[src/rtl/dmem_arbiter.sv]
// Two-port round-robin arbiter in front of a single-port synchronous data memory.
// It maps byte addresses to word indices, rejects bad accesses and routes read data back to the requester.
module dmem_arbiter #(
  parameter logic [31:0] BASE_ADDR = 32'h1001_0000,
  parameter int          AW        = 10
) (
  input  logic          clk,
  input  logic          rst,
  input  logic          a_req,
  input  logic          a_we,
  input  logic [31:0]   a_addr,
  input  logic [31:0]   a_wdata,
  input  logic          b_req,
  input  logic          b_we,
  input  logic [31:0]   b_addr,
  input  logic [31:0]   b_wdata,
  output logic          a_gnt,
  output logic          b_gnt,
  output logic          a_rvalid,
  output logic          b_rvalid,
  output logic [31:0]   a_rdata,
  output logic [31:0]   b_rdata,
  output logic          a_err,
  output logic          b_err,
  output logic [AW-1:0] mem_addr,
  output logic [31:0]   mem_data,
  output logic          mem_wren,
  input  logic [31:0]   mem_q,
  output logic [15:0]   stall_cycles
);

  localparam logic PORT_A = 1'b0;
  localparam logic PORT_B = 1'b1;

  logic [31:0]   off_a, off_b;
  logic          bad_a, bad_b;
  logic [AW-1:0] idx_a, idx_b;
  logic          sel_b;

  logic        prio_q, prio_d;
  logic        rsp_v_q, rsp_v_d;
  logic        rsp_owner_q, rsp_owner_d;
  logic        rsp_err_q, rsp_err_d;
  logic        rsp_rd_q, rsp_rd_d;
  logic [15:0] stall_q, stall_d;

  always_comb begin
    off_a = a_addr - BASE_ADDR;
    off_b = b_addr - BASE_ADDR;
    bad_a = (off_a[1:0] != 2'b00) || (off_a[31:AW+2] != '0);
    bad_b = (off_b[1:0] != 2'b00) || (off_b[31:AW+2] != '0);
    idx_a = off_a[AW+1:2];
    idx_b = off_b[AW+1:2];
  end

  // Grants are combinational so an unopposed CPU access never stalls.
  always_comb begin
    a_gnt = rst & a_req & (~b_req | (prio_q == PORT_A));
    b_gnt = rst & b_req & (~a_req | (prio_q == PORT_B));
  end

  // A bad or absent B access leaves the memory bus showing port A.
  always_comb begin
    sel_b    = b_gnt & ~bad_b;
    mem_addr = sel_b ? idx_b : idx_a;
    mem_data = sel_b ? b_wdata : a_wdata;
    mem_wren = (a_gnt & a_we & ~bad_a) | (b_gnt & b_we & ~bad_b);
  end

  always_comb begin
    prio_d = prio_q;
    if (a_gnt) prio_d = PORT_B;
    else if (b_gnt) prio_d = PORT_A;

    rsp_v_d     = a_gnt | b_gnt;
    rsp_owner_d = b_gnt ? PORT_B : PORT_A;
    rsp_err_d   = b_gnt ? bad_b : (a_gnt & bad_a);
    rsp_rd_d    = b_gnt ? ~b_we : (a_gnt & ~a_we);

    stall_d = stall_q;
    if (a_req && !a_gnt && (stall_q != 16'hFFFF)) stall_d = stall_q + 16'd1;
  end

  always_ff @(posedge clk or negedge rst) begin
    if (!rst) begin
      prio_q      <= PORT_A;
      rsp_v_q     <= 1'b0;
      rsp_owner_q <= PORT_A;
      rsp_err_q   <= 1'b0;
      rsp_rd_q    <= 1'b0;
      stall_q     <= 16'd0;
    end else begin
      prio_q      <= prio_d;
      rsp_v_q     <= rsp_v_d;
      rsp_owner_q <= rsp_owner_d;
      rsp_err_q   <= rsp_err_d;
      rsp_rd_q    <= rsp_rd_d;
      stall_q     <= stall_d;
    end
  end

  always_comb begin
    a_rvalid = rsp_v_q & rsp_rd_q & (rsp_owner_q == PORT_A);
    b_rvalid = rsp_v_q & rsp_rd_q & (rsp_owner_q == PORT_B);
    a_err    = rsp_v_q & rsp_err_q & (rsp_owner_q == PORT_A);
    b_err    = rsp_v_q & rsp_err_q & (rsp_owner_q == PORT_B);
    a_rdata  = (a_rvalid && !rsp_err_q) ? mem_q : 32'd0;
    b_rdata  = (b_rvalid && !rsp_err_q) ? mem_q : 32'd0;
    stall_cycles = stall_q;
  end

endmodule

[config.mk]
export PLATFORM = sky130hd
export DESIGN_NAME = dmem_arbiter
export DESIGN_NICKNAME = d
export VERILOG_FILES = /design/src/rtl/dmem_arbiter.sv
export SDC_FILE = /design/constraint.sdc
export NUM_CORES = 1
export LEC_CHECK = 0
export BUFFER_PORTS_ARGS = -buffer_cell sky130_fd_sc_hd__buf_2
export CAP_MARGIN = 40
export CORE_AREA = 2 2 115 117
export CTS_BUF_LIST = sky130_fd_sc_hd__clkbuf_2
export DETAILED_ROUTE_END_ITERATION = 16
export DIE_AREA = 0 0 117 119
export GPL_TIMING_DRIVEN = 0
export SKIP_CTS_REPAIR_TIMING = 1
export SYNTH_ARGS = -nofsm -noshare
export SYNTH_HDL_FRONTEND = slang
export SYNTH_SLANG_ARGS = --single-unit
[constraint.sdc]
create_clock -name clk -period 5.5 [get_ports clk]
set_input_delay 0.275 -clock clk [delete_from_list [all_inputs] [get_ports clk]]
set_output_delay 0.275 -clock clk [all_outputs]
set_load 0.02 [all_outputs]
Yosys cells after proc, flatten, opt, wreduce, memory -nomap -nowiden
Cells that the tools add are included.

Register bits: 21. Latch bits: 0. RAM bits: 0. Bits in read-only memories: 0. Bits of input ports: 166. Output and inout port bits: 129. Word-level logic and storage cells: 61. Memories kept: 0.

Add/subtract/negate cells: 3. Multipliers: 0. Divide/modulo/power cells: 0. $lt $le $gt $ge: 0. Equal/unequal tests: 1. Shift-type cells: 0. Mux-type cells: 9. Bitwise operators: 29. Reduce and logical (&&, ||, !) cells: 13.

Operator list (count): two-way mux 32 bit (3); subtractor 32 x 29 -> 32 bit (second input constant) (2); nonzero test 20 bit (2); AND 1 bit (17); adder 16 x 1 -> 16 bit (second input constant) (1); != test 16 bit (second input constant) (1); two-way mux 10 bit (1); NOT 1 bit (8); nonzero test 2 bit (3); two-way mux 1 bit (5); logical AND 1 bit (4); bitwise OR 1 bit (4); zero test 1 bit (2); logical OR 1 bit (2).

Logic depth before layout (Yosys ltp)
Gate-level depths: netlist of the first run.

Depth in word-level cells: 6. Mapped depth: 6. Depth with buffers taken out: 5.

Worst setup path before layout of the first run
OpenSTA, ideal clock, no wires.

Path kind: input to output. From: in b_addr[17]. To: out mem_wren. Arrival: 2.142 ns. Required time: 5.225 ns. Path slack: 3.083 ns. Cell stages on the path: 6. Buffers on the path: 2. Cells stage by stage: or4_4 o311a_1 a2111o_1 buf_6 buf_8 o22ai_1.

Cells in the longest elaborated chain, start to end: 6.

Ends and longest elaborated chain: start: declaration (RTL line 15) `input logic [31:0] b_addr,`; subtractor 32 x 29 -> 32 bit (RTL line 49) `off_b = b_addr - BASE_ADDR;`; nonzero test 20 bit (RTL line 51) `bad_b = (off_b[1:0] != 2'b00) || (off_b[31:AW+2] != '0);`; logical OR 1 bit (RTL line 51); NOT 1 bit (RTL line 67) `mem_wren = (a_gnt & a_we & ~bad_a) | (b_gnt & b_we & ~bad_b);`; AND 1 bit (RTL line 67); bitwise OR 1 bit (RTL line 67); end: declaration (RTL line 27) `output logic mem_wren,`.

No other way between the ends.

Final worst setup path of the first run
From: in rst. To: out mem_data[7].

Cells in the longest elaborated chain, start to end: 4.

Ends and longest elaborated chain: start: declaration (RTL line 8) `input logic rst,`; AND 1 bit (2 in series) (RTL line 59) `b_gnt = rst & b_req & (~a_req | (prio_q == PORT_B));`; AND 1 bit (RTL line 64) `sel_b = b_gnt & ~bad_b;`; two-way mux 32 bit (RTL line 66) `mem_data = sel_b ? b_wdata : a_wdata;`; end: declaration (RTL line 26) `output logic [31:0] mem_data,`.

No other way between the ends.

==> results.md, run 1 <==
Global routing:
- The global routing met3 resource utilization is 4.529%.
- In the global route stage, overall resource usage came out at 14.24%.
- The via count of the first global-routing pass was 2681.
- After global routing the overflow that remains totals 0.
- The met2 track demand over resource in global routing is roughly 22%.
- The global-route wire length before repair is about 15000 um.
- Global routing used between 20% and 30% of the available met1 tracks.
- Entering global routing, the biggest net connects 25 pins.
- The layer flagged by global routing as most heavily used is met2.
- The initial antenna violation count is 6.

Floorplan:
- The die width is roughly 120 um.
- For this design the top-level I/O count stands at between 200 and 300.
- The floorplan step defined a die boundary enclosing 13920 sq um.
- The total area inside the core boundary comes to roughly 13000 sq um.
- The initial utilization of the core area, before any placement, comes to between 10% and 20%.
- From bottom edge to top edge, the die measures 119 um.
- The floorplan has 42 rows.

Logic synthesis:
- The synthesized area per cell is 9.582 sq um.
- The Yosys warning count is 0.
- The synthesized netlist devotes 6.341% of its cell area to compound gates.
- Summing the areas of all fa, ha and maj instances in the mapped netlist gives 0.5373% of the synthesized area.
- After synthesis, the share of cell area in mux cells is between 20% and 30%.
- The number of enable flip-flop cells after synthesis is 0.
- The main combinational cell family by area after synthesis is simple AND/OR/NAND/NOR gates.
- In the synthesized netlist the async set-or-reset flop fraction comes to 100.0%.
- The distinct cell type count after synthesis is 40.
- The sequential area share after synthesis is between 20% and 30%.
- The cell area after technology mapping is 2328 sq um.
- Counting flops and latches in the post-synthesis netlist gives 21.
- Summing the areas of all and, or, nand and nor instances in the mapped netlist gives 32.03% of the synthesized area.
- The fraction of synthesized cell area in xor and xnor cells is roughly 5.6%.
- The leading register cell type out of synthesis is sky130_fd_sc_hd__dfrtp_1.
- The post-synth net total is 410.
- The synthesized netlist cell count is 243.

Placed design:
- The congestion estimate from routability-driven global placement came to 0.7986.
- The detailed-placement wirelength estimate is just under 10000 um.
- Buffers placed on the I/O ports in this run total 294.

Layout:
- Measured on the finished design, the core utilization comes to between 30% and 40%.
- At the end of the flow, the number of nets in the layout was between 700 and 800.
- Relative to the synthesized area, the layout overhead comes to 74.15%.
- Cells with a size suffix above 1 make up 64.21% of the layout.

Setup path:
- The worst setup path is launched from an input port.
- The largest driver fanout on the critical path is 24.
- STA classifies the critical path endpoint as a primary output.
- The arrival time of data at the critical path endpoint is roughly 2.8 ns.
- The required time at the endpoint of the critical path is roughly 5.2 ns.
- The category of the most critical setup path is in -> out.

Run status:
- The run finished with clean final reports.

Timing:
- The total negative slack for setup checks is 0 ns.
- The number of failing hold endpoints at the final stage is 0.
- The maximum clock skew at final layout is roughly 0.023 ns.
- The count of final setup violators is 0.
- The number of max-slew violations in the final report is 0.
- The worst slew margin relative to its limit is between 40% and 50%.
- The time the worst path needs with I/O delays and setup is between 3 and 4 ns.
- The peak clock frequency supported by timing is around 320 MHz.
- Setup repair after global routing left no endpoint under its margin.
- For the pin with the worst max-slew slack, the measured transition is 0.8355 ns.
- The final cycle utilization of the critical path is around 56%.

Clock tree:
- The root buffer cell is sky130_fd_sc_hd__clkbuf_2.
- CTS built an H-tree with a depth of 1.
- The total clock buffers created by CTS is 3.
- The number of sinks on the clock net is 21.
- Clock-pin slew was measured on the worst setup and hold paths at 0.20 ns.
- The number of buffers on the longest clock path is 2.
- The insertion delay of the later-clocked pin in the worst-skew pair is around 0.34 ns.
- The CTS tree is built.

Power:
- The worst ir drop on vdd is ~0.11 mV.
- The overall power of the completed layout is slightly below 0.6 mW.
- The power per standard cell area is 143.1 nW/um^2.
- For this design the static power due to leakage is between 2 and 2.5 nW.

Route:
- The count of antenna-violating nets left after detailed routing is 0.
- The via count is 2987.
- The post-detailed-route wirelength per cell is between 15 and 20 um.
- The violation count after the first detailed-routing iteration is between 100 and 150.
- The number of vias per cell is 4.149.
- The final wirelength is 11020 um.
- The first-pass iteration count of the detailed router is 6.
- For this run, design rule violations remaining after detail routing come to 0.

Job:
- The tool flagged a number of max-cap violations equal to 0.

Hold path:
- The path class of the tightest hold or removal check is in -> reg.
layout by cell type (no fill, tap or decap), drive strengths merged, types with 2 or more instances in the layout:
cell	instances
nand2	12
nor3	6
nor2	6
or4	2
a21boi	2
inv	5
o22ai	2
o21ai	3
clkbuf	9
nor3b	2
nor4b	4
nand3b	2
nor4	8
a211oi	3
xnor2	3
and3	3
xor2	12
nand4	4
dfrtp	21
a2111oi	2
and2	64
mux2	44
diode	2
nor2b	2
buf	299
nand3	9
sequential cells by signal, summed over array words and instances, names as in the netlist:
| signal | count |
|---|---|
| rsp_owner_q | 1 |
| rsp_v_q | 1 |
| rsp_rd_q | 1 |
| prio_q | 1 |
| stall_cycles | 16 |
| rsp_err_q | 1 |
where the power goes:
part	internal (mW)	switching (mW)	leakage, nW
Combinational	0.129	0.154	2.16
Sequential	0.186	0.0440	0.269
Clock	0.0165	0.0511	0.0164
Total	0.331	0.249	2.44
layer usage:
layer,up-vias,part of all wire [%]
met5,-,0.25
met4,6,0.31
met3,10,9.9
met2,158,44
met1,1354,46
li1,1459,-
final timing paths:
path / from / to / slack, ns / depth (start not counted)
worst max register to register: stall_cycles[0] / stall_cycles[12] / 3.45 / 5
max in group asynchronous: rst / rsp_rd_q / 4.71 / 2
worst max-delay path: rst / mem_data[7] / 2.40 / 8
min in group asynchronous: rst / stall_cycles[0] / 0.41 / 2
worst min register to register: stall_cycles[9] / stall_cycles[9] / 0.53 / 1
worst min-delay path: a_we / rsp_rd_q / 0.16 / 2
layout make-up:
type	instances	area (sq um)
flip-flops and latches	21	525.5
clock buffers	3	15.01
well taps	176	220.2
diodes	2	5.005
fillers	1422	8820
plain buffers	11	108.9
inverters	5	18.77
clock inverters	1	5.005
repair buffers	295	1481
multi-input cells	206	1675
stage by stage:
stage               hold WS [ns]  std cells  setup WS [ns]  cell area, sq um
global placement          0.2747        713          2.781              4020
finish                    0.1637        720          2.396              4055
global route              0.1333        718          2.199              4050
CTS                      -0.1309        717          2.783              4040
detailed placement        0.2796        713          2.788              4020
floorplan               -0.02059        243          3.083              2328
cells by family (layout without fill, tap and decap cells):
group / after synthesis / in the layout
compound gates: 20 / 20
simple gates: 126 / 126
xor+xnor: 15 / 15
flops: 21 / 21
fa+ha+maj: 1 / 1
buf+inv: 16 / 315
mux: 44 / 44
other cells: 0 / 2
critical path, stage by stage:
cell	delay, ns
sky130_fd_sc_hd__dlygate4sd3_1	0.53
sky130_fd_sc_hd__buf_2	0.45
sky130_fd_sc_hd__o2111ai_1	0.33
sky130_fd_sc_hd__a2111o_1	0.43
sky130_fd_sc_hd__buf_6	0.17
sky130_fd_sc_hd__buf_12	0.16
sky130_fd_sc_hd__mux2_4	0.32
sky130_fd_sc_hd__buf_2	0.16
synth_stat cells (all sizes together), types with 3 or more instances:
library cell	count	area, sq um
nand4	4	25.02
and3	3	18.77
a211oi	3	22.52
nor2	6	22.52
nor3	6	30.03
buf	5	86.33
nor4	8	50.05
dfrtp	21	525.5
mux2	44	638.1
clkbuf	6	22.52
xor2	12	105.1
nand2	12	45.04
and2	64	400.4
o21ai	3	15.01
nor4b	4	35.03
xnor2	3	26.28
nand3	9	45.04
inv	5	18.77
No activity file was read; power rests on OpenSTA's default activity.
==> run 2, diff against run 1 <==
--- a/config.mk
+++ b/config.mk
@@ -7,10 +7,10 @@
 export LEC_CHECK = 0
 export BUFFER_PORTS_ARGS = -buffer_cell sky130_fd_sc_hd__buf_2
 export CAP_MARGIN = 40
-export CORE_AREA = 2 2 115 117
+export CORE_AREA = 2 2 113 115
 export CTS_BUF_LIST = sky130_fd_sc_hd__clkbuf_2
 export DETAILED_ROUTE_END_ITERATION = 16
-export DIE_AREA = 0 0 117 119
+export DIE_AREA = 0 0 115 117
 export GPL_TIMING_DRIVEN = 0
 export SKIP_CTS_REPAIR_TIMING = 1
 export SYNTH_ARGS = -nofsm -noshare
==> constraint.sdc (replaced) <==
create_clock -name clk -period 3 [get_ports clk]
set_input_delay 0.15 -clock clk [delete_from_list [all_inputs] [get_ports clk]]
set_output_delay 0.15 -clock clk [all_outputs]
set_load 0.02 [all_outputs]
==> results.md, run 2 (synthesis results as in run 1) <==
Run status:
- Result of the run: complete, no violations (unchanged).

Timing:
- Unrepaired setup endpoints after global routing: false (unchanged).
- The maximum clock skew at final layout is 0.003658 ns (was 0.02282 ns).
- The count of final setup violators came to 0 (unchanged).
- The number of failing hold endpoints at the final stage was 0 (unchanged).
- The total negative slack for setup checks was 0 ns (unchanged).
- The worst slew margin relative to its limit is 37.55% (was 43.87%).
- The number of max-slew violations in the final report came to 0 (unchanged).
- The worst-margin pin slew was 0.9337 ns (was 0.8355 ns).
- The time the worst path needs with I/O delays and setup is between 2 and 2.5 ns.
- The final cycle utilization of the critical path is roughly four fifths.
- The peak clock frequency supported by timing is 406.9 MHz.
- The worst hold margin came to 0.03739 ns (was 0.1637 ns).

Layout:
- The diode insertion count for antenna repair came to 0 (was 2).
- Commonest cells after routing, fill and taps aside: sky130_fd_sc_hd__buf_2, sky130_fd_sc_hd__and2_1, sky130_fd_sc_hd__mux2_4, sky130_fd_sc_hd__dfrtp_1 (unchanged).
- The net count reported at finish was 710 (unchanged).
- The most common cell after layout, fill and taps aside is sky130_fd_sc_hd__buf_2 (unchanged).
- The final design instance area without fill is 4018 sq um (was 4055 sq um).
- The synthesis-to-finish area growth is 72.54% (was 74.15%).
- The share of post-route cells with drive strength above 1 is 64.21% (unchanged).
- The number of flip-flops in the largest register came to 16 (unchanged).
- The final standard cell count with taps included and fillers excluded was 692 (was 720).

Setup path:
- The most frequent cell on the critical path is sky130_fd_sc_hd__buf_2 (unchanged).
- The buffering stage count on the worst path with inverters included came to 4 (was 5).
- The cell with the largest stage delay on the worst path is sky130_fd_sc_hd__or4_4 (was sky130_fd_sc_hd__dlygate4sd3_1).
- The delay contributed by the slowest stage of the critical path is 0.55 ns (was 0.53 ns).
- The top cell family by delay on the critical path is compound AO/OA/AOI/OAI gates (was buffers and inverters).
- The required time at the endpoint of the critical path is 2.85 ns (was 5.22 ns).
- The largest driver fanout on the critical path is 10 (was 24).
- List of cells traversed by the critical path: buf_2 > or4_4 > o311a_1 > a2111o_1 > buf_6 > buf_12 > mux2_4 > buf_2 (was dlygate4sd3_1 > buf_2 > o2111ai_1 > a2111o_1 > buf_6 > buf_12 > mux2_4 > buf_2).
- The category of the most critical setup path is in -> out (unchanged).
- The type of element launching the critical path is an input port (unchanged).
- The arrival time of data at the critical path endpoint came to 2.31 ns (was 2.83 ns).
- The endpoint kind of the worst setup timing path is a primary output (unchanged).

Power:
- The clock group share of total power came to 11.1% (was 11.7%).
- The internal power consumption is 0.6127 mW (was 0.3312 mW).
- The leakage component of the power is 2.443 nW (about the same).
- The sequential share of power is 40.1% (was 39.7%).
- The overall power of the completed layout is 1.049 mW (was 0.5803 mW).
- The power per standard cell area is 261.1 nW/um^2 (was 143.1 nW/um^2).
- The worst ir drop on vdd is 0.3149 mV (was 0.1143 mV).
- The reported net switching power is 0.4361 mW (was 0.2491 mW).
- The combinational share of power was 48.8% (was 48.7%).
- The switching power share of the total is 41.58% (was 42.92%).

Clock tree:
- The total clock buffers created by CTS is 3 (unchanged).
- The number of buffers on the longest clock path came to 2 (unchanged).
- The insertion delay of the later-clocked pin in the worst-skew pair is 0.30 ns (was 0.34 ns).
- The level count of the clock H-tree came to 1 (unchanged).
- The clock transition time at the flip-flop clock pins of the worst setup and hold paths is 0.19 ns (was 0.20 ns).
- The number of sinks on the clock net is 21 (unchanged).
- The CTS tree is built (unchanged).
- The root buffer cell is sky130_fd_sc_hd__clkbuf_2 (unchanged).

Route:
- The first-pass iteration count of the detailed router is 4 (was 6).
- The post-detailed-route wirelength per cell came to 14.15 um (was 15.31 um).
- The count of antenna-violating nets left after detailed routing is 0 (unchanged).
- The violation count after the first detailed-routing iteration came to 74 (was 126).
- The via count is 2949 (was 2987).
- The final wirelength is 9789 um (was 11020 um).
- The DRC violation count after routing was 0 (unchanged).
- The number of vias per cell was 4.262 (was 4.149).

Hold path:
- The type of the tightest min-delay check is in -> reg (unchanged).

Placed design:
- The quantity of I/O buffers inserted on ports came to 294 (unchanged).
- The final weighted congestion in routability-driven placement is 0.7524 (was 0.7986).
- The placed instance count was 687 (was 713).
- The cell area after placement came to 3988 sq um (was 4020 sq um).
- The detailed-placement wirelength estimate is 8744 um (was 9823 um).

Global routing:
- The initial antenna violation count is 1 (was 6).
- The total overflow reported by the global router was 0 (unchanged).
- The via count of the first global-routing pass is 2441 (was 2681).
- The overall fraction of global-route tracks in use is 11.78% (was 14.24%).
- The largest net degree at the start of global routing is 25 (unchanged).
- The global-route wire length before repair came to 12640 um (was 15100 um).

Floorplan:
- The overall die height is 117 um (was 119 um).
- The area of the die is 13460 sq um (was 13920 sq um).
- The core footprint came to 12310 sq um (was 12870 sq um).
- The standard-cell row count is 41 (was 42).
- The die width came to 115 um (was 117 um).
- The boundary pin count is 295 (unchanged).
- The effective utilization at floorplan is 18.91% (was 18.09%).

Job:
- The number of violations of the max-capacitance limit is 0 (unchanged).
[run 2: cell count changes in the layout (fill, tap and decap cells not counted)]
cell and delta:
sky130_fd_sc_hd__clkbuf_2 +1, sky130_fd_sc_hd__diode_2 -2, sky130_fd_sc_hd__clkinv_2 -1
[run 2: per-layer routing]
layer / up-vias / share of wire, % / GRT usage, %
met4: 2 / 0.25 / 1.205
met3: 4 / 8.3 / 2.626
li1: 1460 / - / -
met2: 145 / 49 / 19.29
met5: - / 0.13 / 0
met1: 1338 / 43 / 16.49
[run 2: power by group through the flow]
| stage | clock [mW] | sequential, mW | combinational [mW] |
|---|---|---|---|
| 5_1_grt | 0.130 | 0.436 | 0.552 |
| 3_5_place_dp | 0 | 0.426 | 0.512 |
| 4_1_cts | 0.119 | 0.422 | 0.514 |
| 3_3_place_gp | 0 | 0.425 | 0.506 |
| 2_1_floorplan | 0 | 0.474 | 0.207 |
| 6_report | 0.117 | 0.421 | 0.511 |
[run 2: worst reg2reg max path: cells and delay by family, from the launching register on]
kind	cells	cell delay, ns
adder cells (fa/ha/maj)	1	0.26
AND/OR/NAND/NOR	3	0.92
flip-flops	1	0.45
multiplexers	1	0.31
[run 2: per-stage QoR]
stage / util [%] / setup slack (ns)
2_1_floorplan: - / 0.8330
3_3_place_gp: 32.39 / 0.5401
3_5_place_dp: 32.39 / 0.5502
4_1_cts: 32.55 / 0.5428
5_1_grt: 32.63 / 0.4701
6_report: 32.63 / 0.5421
[run 2: path summary, 6_finish.rpt]
| check | start | to | slack [ns] | cells after the start |
|---|---|---|---|---|
| max | b_addr[17] | mem_data[6] | 0.54 | 8 |
| min | a_we | rsp_rd_q | 0.04 | 2 |
| max reg2reg | stall_cycles[0] | stall_cycles[12] | 0.97 | 5 |
| min reg2reg | stall_cycles[9] | stall_cycles[9] | 0.53 | 1 |
| max in group asynchronous | rst | prio_q | 1.89 | 2 |
| min in group asynchronous | rst | rsp_owner_q | 0.55 | 2 |
[run 2: area by class of cell]
cell class / instances / area [sq um]
inverters: 5 / 18.77
multi-input cells: 206 / 1675
plain buffers: 11 / 108.9
well taps: 150 / 187.7
repair buffers: 295 / 1481
flip-flops and latches: 21 / 525.5
clock buffers: 4 / 20.02
fillers: 1279 / 8294
==> run 3, diff against run 2 <==
--- a/config.mk
+++ b/config.mk
@@ -5,12 +5,13 @@
 export SDC_FILE = /design/constraint.sdc
 export NUM_CORES = 1
 export LEC_CHECK = 0
+export ABC_AREA = 1
 export BUFFER_PORTS_ARGS = -buffer_cell sky130_fd_sc_hd__buf_2
 export CAP_MARGIN = 40
-export CORE_AREA = 2 2 113 115
+export CORE_AREA = 2 2 114 116
 export CTS_BUF_LIST = sky130_fd_sc_hd__clkbuf_2
 export DETAILED_ROUTE_END_ITERATION = 16
-export DIE_AREA = 0 0 115 117
+export DIE_AREA = 0 0 116 118
 export GPL_TIMING_DRIVEN = 0
 export SKIP_CTS_REPAIR_TIMING = 1
 export SYNTH_ARGS = -nofsm -noshare
==> constraint.sdc (replaced) <==
create_clock -name clk -period 2.31 [get_ports clk]
set_input_delay 0.1155 -clock clk [delete_from_list [all_inputs] [get_ports clk]]
set_output_delay 0.1155 -clock clk [all_outputs]
set_load 0.02 [all_outputs]
==> results.md, run 3 <==
Layout:
- The share of post-route cells with drive strength above 1 came to 41.73% (was 64.21%).
- The net count reported at finish is 942 (was 710).
- The final standard cell count with taps included and fillers excluded is 946 (was 692).
- The number of flip-flops in the largest register is 16 (unchanged).
- The diode insertion count for antenna repair was 0 (unchanged).
- Commonest cells after routing, fill and taps aside: sky130_fd_sc_hd__buf_2, sky130_fd_sc_hd__nand2_1, sky130_fd_sc_hd__nor2_1, sky130_fd_sc_hd__inv_1, sky130_fd_sc_hd__nand3_1 (was sky130_fd_sc_hd__buf_2, sky130_fd_sc_hd__and2_1, sky130_fd_sc_hd__mux2_4, sky130_fd_sc_hd__dfrtp_1).
- The synthesis-to-finish area growth is 70.45% (was 72.54%).
- The share of the core filled with cells is 34.36% (was 32.63%).
- The final design instance area without fill was 4265 sq um (was 4018 sq um).
- The most common cell after layout, fill and taps aside is sky130_fd_sc_hd__buf_2 (unchanged).

Logic synthesis:
- The share of cell area taken by muxes after synthesis is 0% (was 27.40%).
- Cell types with the largest area share after synthesis: sky130_fd_sc_hd__nand2_1, sky130_fd_sc_hd__dfrtp_1, sky130_fd_sc_hd__nor2_1 (was sky130_fd_sc_hd__mux2_4, sky130_fd_sc_hd__dfrtp_1, sky130_fd_sc_hd__and2_1).
- The fraction of synthesized cell area in xor and xnor cells came to 5.250% (was 5.642%).
- The synthesized area per cell came to 5.324 sq um (was 9.582 sq um).
- The post-synthesis share of cell area spent on full adders, half adders and majority gates was 0.5000% (was 0.5373%).
- The simple-gate share of the synthesized area is 56.70% (was 32.03%).
- The number of enable flip-flop cells after synthesis is 0 (unchanged).
- The cell area after technology mapping is 2502 sq um (was 2328 sq um).
- The Yosys warning count came to 0 (unchanged).
- The leading register cell type out of synthesis is sky130_fd_sc_hd__dfrtp_1 (unchanged).
- The distinct cell type count after synthesis is 26 (was 40).
- The sequential area share after synthesis is 21.00% (was 22.57%).
- The synthesized netlist cell count is 470 (was 243).
- The share of the synthesized area in compound gates (AO/OA/AOI/OAI) is 2.100% (was 6.341%).
- The most area-hungry cell type in the Yosys netlist is sky130_fd_sc_hd__nand2_1 (was sky130_fd_sc_hd__mux2_4).
- The share of the synthesized area in the top cell type came to 21.45% (was 24.50%).
- The proportion of synthesized flip-flops having asynchronous set or reset is 100.0% (unchanged).
- The most used standard cell by instance count after synthesis is sky130_fd_sc_hd__nand2_1 (was sky130_fd_sc_hd__and2_1).
- The register bit total from synthesis is 21 (unchanged).
- The post-synth net total was 637 (was 410).
- The main combinational cell family by area after synthesis was simple AND/OR/NAND/NOR gates (unchanged).
- Most frequent cells after synthesis: sky130_fd_sc_hd__nand2_1, sky130_fd_sc_hd__nor2_1, sky130_fd_sc_hd__inv_1 (was sky130_fd_sc_hd__and2_1, sky130_fd_sc_hd__mux2_4, sky130_fd_sc_hd__dfrtp_1).

Global routing:
- The largest net degree at the start of global routing is 24 (was 25).
- The initial antenna violation count is 0 (was 1).
- The overall fraction of global-route tracks in use was 15.60% (was 11.78%).
- The global-route wire length before repair is 17150 um (was 12640 um).
- The via count of the first global-routing pass is 3475 (was 2441).
- The total overflow reported by the global router came to 0 (unchanged).

Floorplan:
- The boundary pin count came to 295 (unchanged).
- The area of the die is 13690 sq um (was 13460 sq um).
- The overall die height came to 118 um (was 117 um).
- The standard-cell row count is 41 (unchanged).
- The core footprint is 12410 sq um (was 12310 sq um).
- The effective utilization at floorplan came to 20.16% (was 18.91%).
- The die width is 116 um (was 115 um).

Placed design:
- The pre-CTS worst setup slack came to 0.08819 ns (was 0.5502 ns).
- The cell area after placement is 4189 sq um (was 3988 sq um).
- The quantity of I/O buffers inserted on ports is 294 (unchanged).
- The final weighted congestion in routability-driven placement is 0.8285 (was 0.7524).
- The detailed-placement wirelength estimate came to 10290 um (was 8744 um).
- The placed instance count is 936 (was 687).

Clock tree:
- The number of buffers on the longest clock path is 2 (unchanged).
- The number of sinks on the clock net is 21 (unchanged).
- The root buffer cell is sky130_fd_sc_hd__clkbuf_2 (unchanged).
- The level count of the clock H-tree is 1 (unchanged).
- The CTS tree is built (unchanged).
- The total clock buffers created by CTS is 3 (unchanged).
- The clock transition time at the flip-flop clock pins of the worst setup and hold paths is 0.21 ns (was 0.19 ns).
- The insertion delay of the later-clocked pin in the worst-skew pair is 0.33 ns (was 0.30 ns).

Route:
- The number of vias per cell came to 4.147 (was 4.262).
- The DRC violation count after routing is 0 (unchanged).
- The first-pass iteration count of the detailed router is 6 (was 4).
- The via count is 3923 (was 2949).
- The count of antenna-violating nets left after detailed routing was 0 (unchanged).
- The final wirelength is 11840 um (was 9789 um).
- The violation count after the first detailed-routing iteration is 215 (was 74).
- The post-detailed-route wirelength per cell is 12.52 um (was 14.15 um).

Hold path:
- The launch point of the worst hold path is b_we (was a_we).
- The hold path endpoint was rsp_rd_q (unchanged).
- The hold-critical path depth is 4 (was 2).
- The type of the tightest min-delay check is in -> reg (unchanged).

Setup path:
- The arrival time of data at the critical path endpoint is 2.01 ns (was 2.31 ns).
- List of cells traversed by the critical path: o21ai_2 > nor2_1 > nand4_1 > nor2_4 > buf_4 > buf_4 > nand3_1 > nand2_1 > buf_2 (was buf_2 > or4_4 > o311a_1 > a2111o_1 > buf_6 > buf_12 > mux2_4 > buf_2).
- The cell with the largest stage delay on the worst path is sky130_fd_sc_hd__dfrtp_1 (was sky130_fd_sc_hd__or4_4).
- The most frequent cell on the critical path is sky130_fd_sc_hd__buf_4 (was sky130_fd_sc_hd__buf_2).
- The type of element launching the critical path was a flip-flop (was input port).
- The endpoint kind of the worst setup timing path is a primary output (unchanged).
- The required time at the endpoint of the critical path is 2.19 ns (was 2.85 ns).
- The flop-to-flop setup slack was 0.59 ns (was 0.97 ns).
- The category of the most critical setup path is reg -> out (was in -> out).
- The depth of the most critical reg-to-reg path is 8 (was 5).
- The delay contributed by the slowest stage of the critical path is 0.41 ns (was 0.55 ns).
- The destination of the worst register-to-register timing path is stall_cycles[6] (was stall_cycles[12]).
- The largest driver fanout on the critical path was 10 (unchanged).
- The worst flop-to-flop path startpoint is stall_cycles[0] (unchanged).

Timing:
- The worst hold margin was 0.03797 ns (was 0.03739 ns).
- The number of failing hold endpoints at the final stage is 0 (unchanged).
- The number of max-slew violations in the final report was 0 (unchanged).
- The maximum clock skew at final layout is 0.003797 ns (was 0.003658 ns).
- Of the available clock period, the critical path in the final layout requires 91.97%.
- The worst-case setup margin in the final layout was 0.1854 ns (was 0.5421 ns).
- The clock period could shrink to between 2 and 2.5 ns.
- The worst-margin pin slew came to 0.9415 ns (was 0.9337 ns).
- Derived from the worst setup path, the maximum achievable clock frequency is 470.7 MHz.
- The worst slew margin relative to its limit came to 37.02% (was 37.55%).
- The count of final setup violators is 0 (unchanged).

Power:
- The worst ir drop on vdd is 0.1376 mV (was 0.3149 mV).
- The leakage component of the power is 2.840 nW (was 2.443 nW).
- The power per standard cell area is 313.2 nW/um^2 (was 261.1 nW/um^2).

Job:
- The number of violations of the max-capacitance limit is 0 (unchanged).

Run status:
- Result of the run: complete, no violations (unchanged).
## run 3: changes by cell type in the layout (fill, tap and decap cells not counted), moves of 6 or more
| cell | delta |
|---|---|
| sky130_fd_sc_hd__nand2_1 | +131 |
| sky130_fd_sc_hd__buf_4 | +8 |
| sky130_fd_sc_hd__mux2_4 | -38 |
| sky130_fd_sc_hd__nor2_1 | +111 |
| sky130_fd_sc_hd__and2_1 | -62 |
| sky130_fd_sc_hd__mux2_2 | -6 |
| sky130_fd_sc_hd__nand3_1 | +46 |
| sky130_fd_sc_hd__nor4_1 | -7 |
| sky130_fd_sc_hd__inv_1 | +55 |
## run 3: area by class of cell
class	instances	area, sq um
buffer	19	128.9
clock buffer	3	15.01
clock inverter	1	5.005
fill	1438	8149
inverter	62	232.7
multi-input combinational	368	1619
sequential	21	525.5
tap	172	215.2
timing repair buffer	300	1524
## run 3: kinds of logic (layout without fill, tap and decap cells)
family / count (synthesis) / in the layout
and+or+nand+nor: 342 / 342
buffers and inverters: 81 / 385
DFF: 21 / 21
xor gates and xnor gates: 15 / 15
AOI/OAI and AO/OA: 10 / 10
adders and majority gates: 1 / 1
## run 3: metrics by stage
| stage | TNS [ns] | total power [mW] |
|---|---|---|
| after floorplan | 0 | 0.8495 |
| after global placement | 0 | 1.175 |
| after detailed placement | 0 | 1.179 |
| after CTS | 0 | 1.334 |
| after global routing | -0.005532 | 1.450 |
| final | 0 | 1.336 |
## run 3: worst max path at each step
| stage | from | to | slack (ns) | depth (start not counted) |
|---|---|---|---|---|
| final | prio_q | mem_addr[0] | 0.19 | 9 |
| after global routing | prio_q | mem_data[2] | -0.006 | 9 |
| after CTS | prio_q | mem_data[30] | 0.03 | 9 |
| after detailed placement | rst | mem_data[2] | 0.09 | 12 |
| after global placement | rst | mem_data[2] | 0.11 | 12 |
| after floorplan | rsp_owner_q | b_rdata[10] | 0.48 | 5 |
## run 3: routing by layer
layer,routed length [um],up-vias,global-route usage (%)
li1,-,2038,-
met1,4876,1663,18.77
met2,5843,212,28.65
met3,1014,10,3.141
met4,110,0,2.455
met5,0,-,0
## run 3: critical path, delay by kind of cell, from the launching register on
kind                   cells  cell delay [ns]
AOI/OAI and AO/OA          1             0.09
buffers and inverters      3             0.49
DFF                        1             0.41
and+or+nand+nor            5             0.68
## run 3: where the power goes
| part | switching [mW] | total (mW) | internal (mW) |
|---|---|---|---|
| registers | 0.0931 | 0.517 | 0.424 |
| logic | 0.390 | 0.662 | 0.272 |
| clock network | 0.118 | 0.157 | 0.0392 |
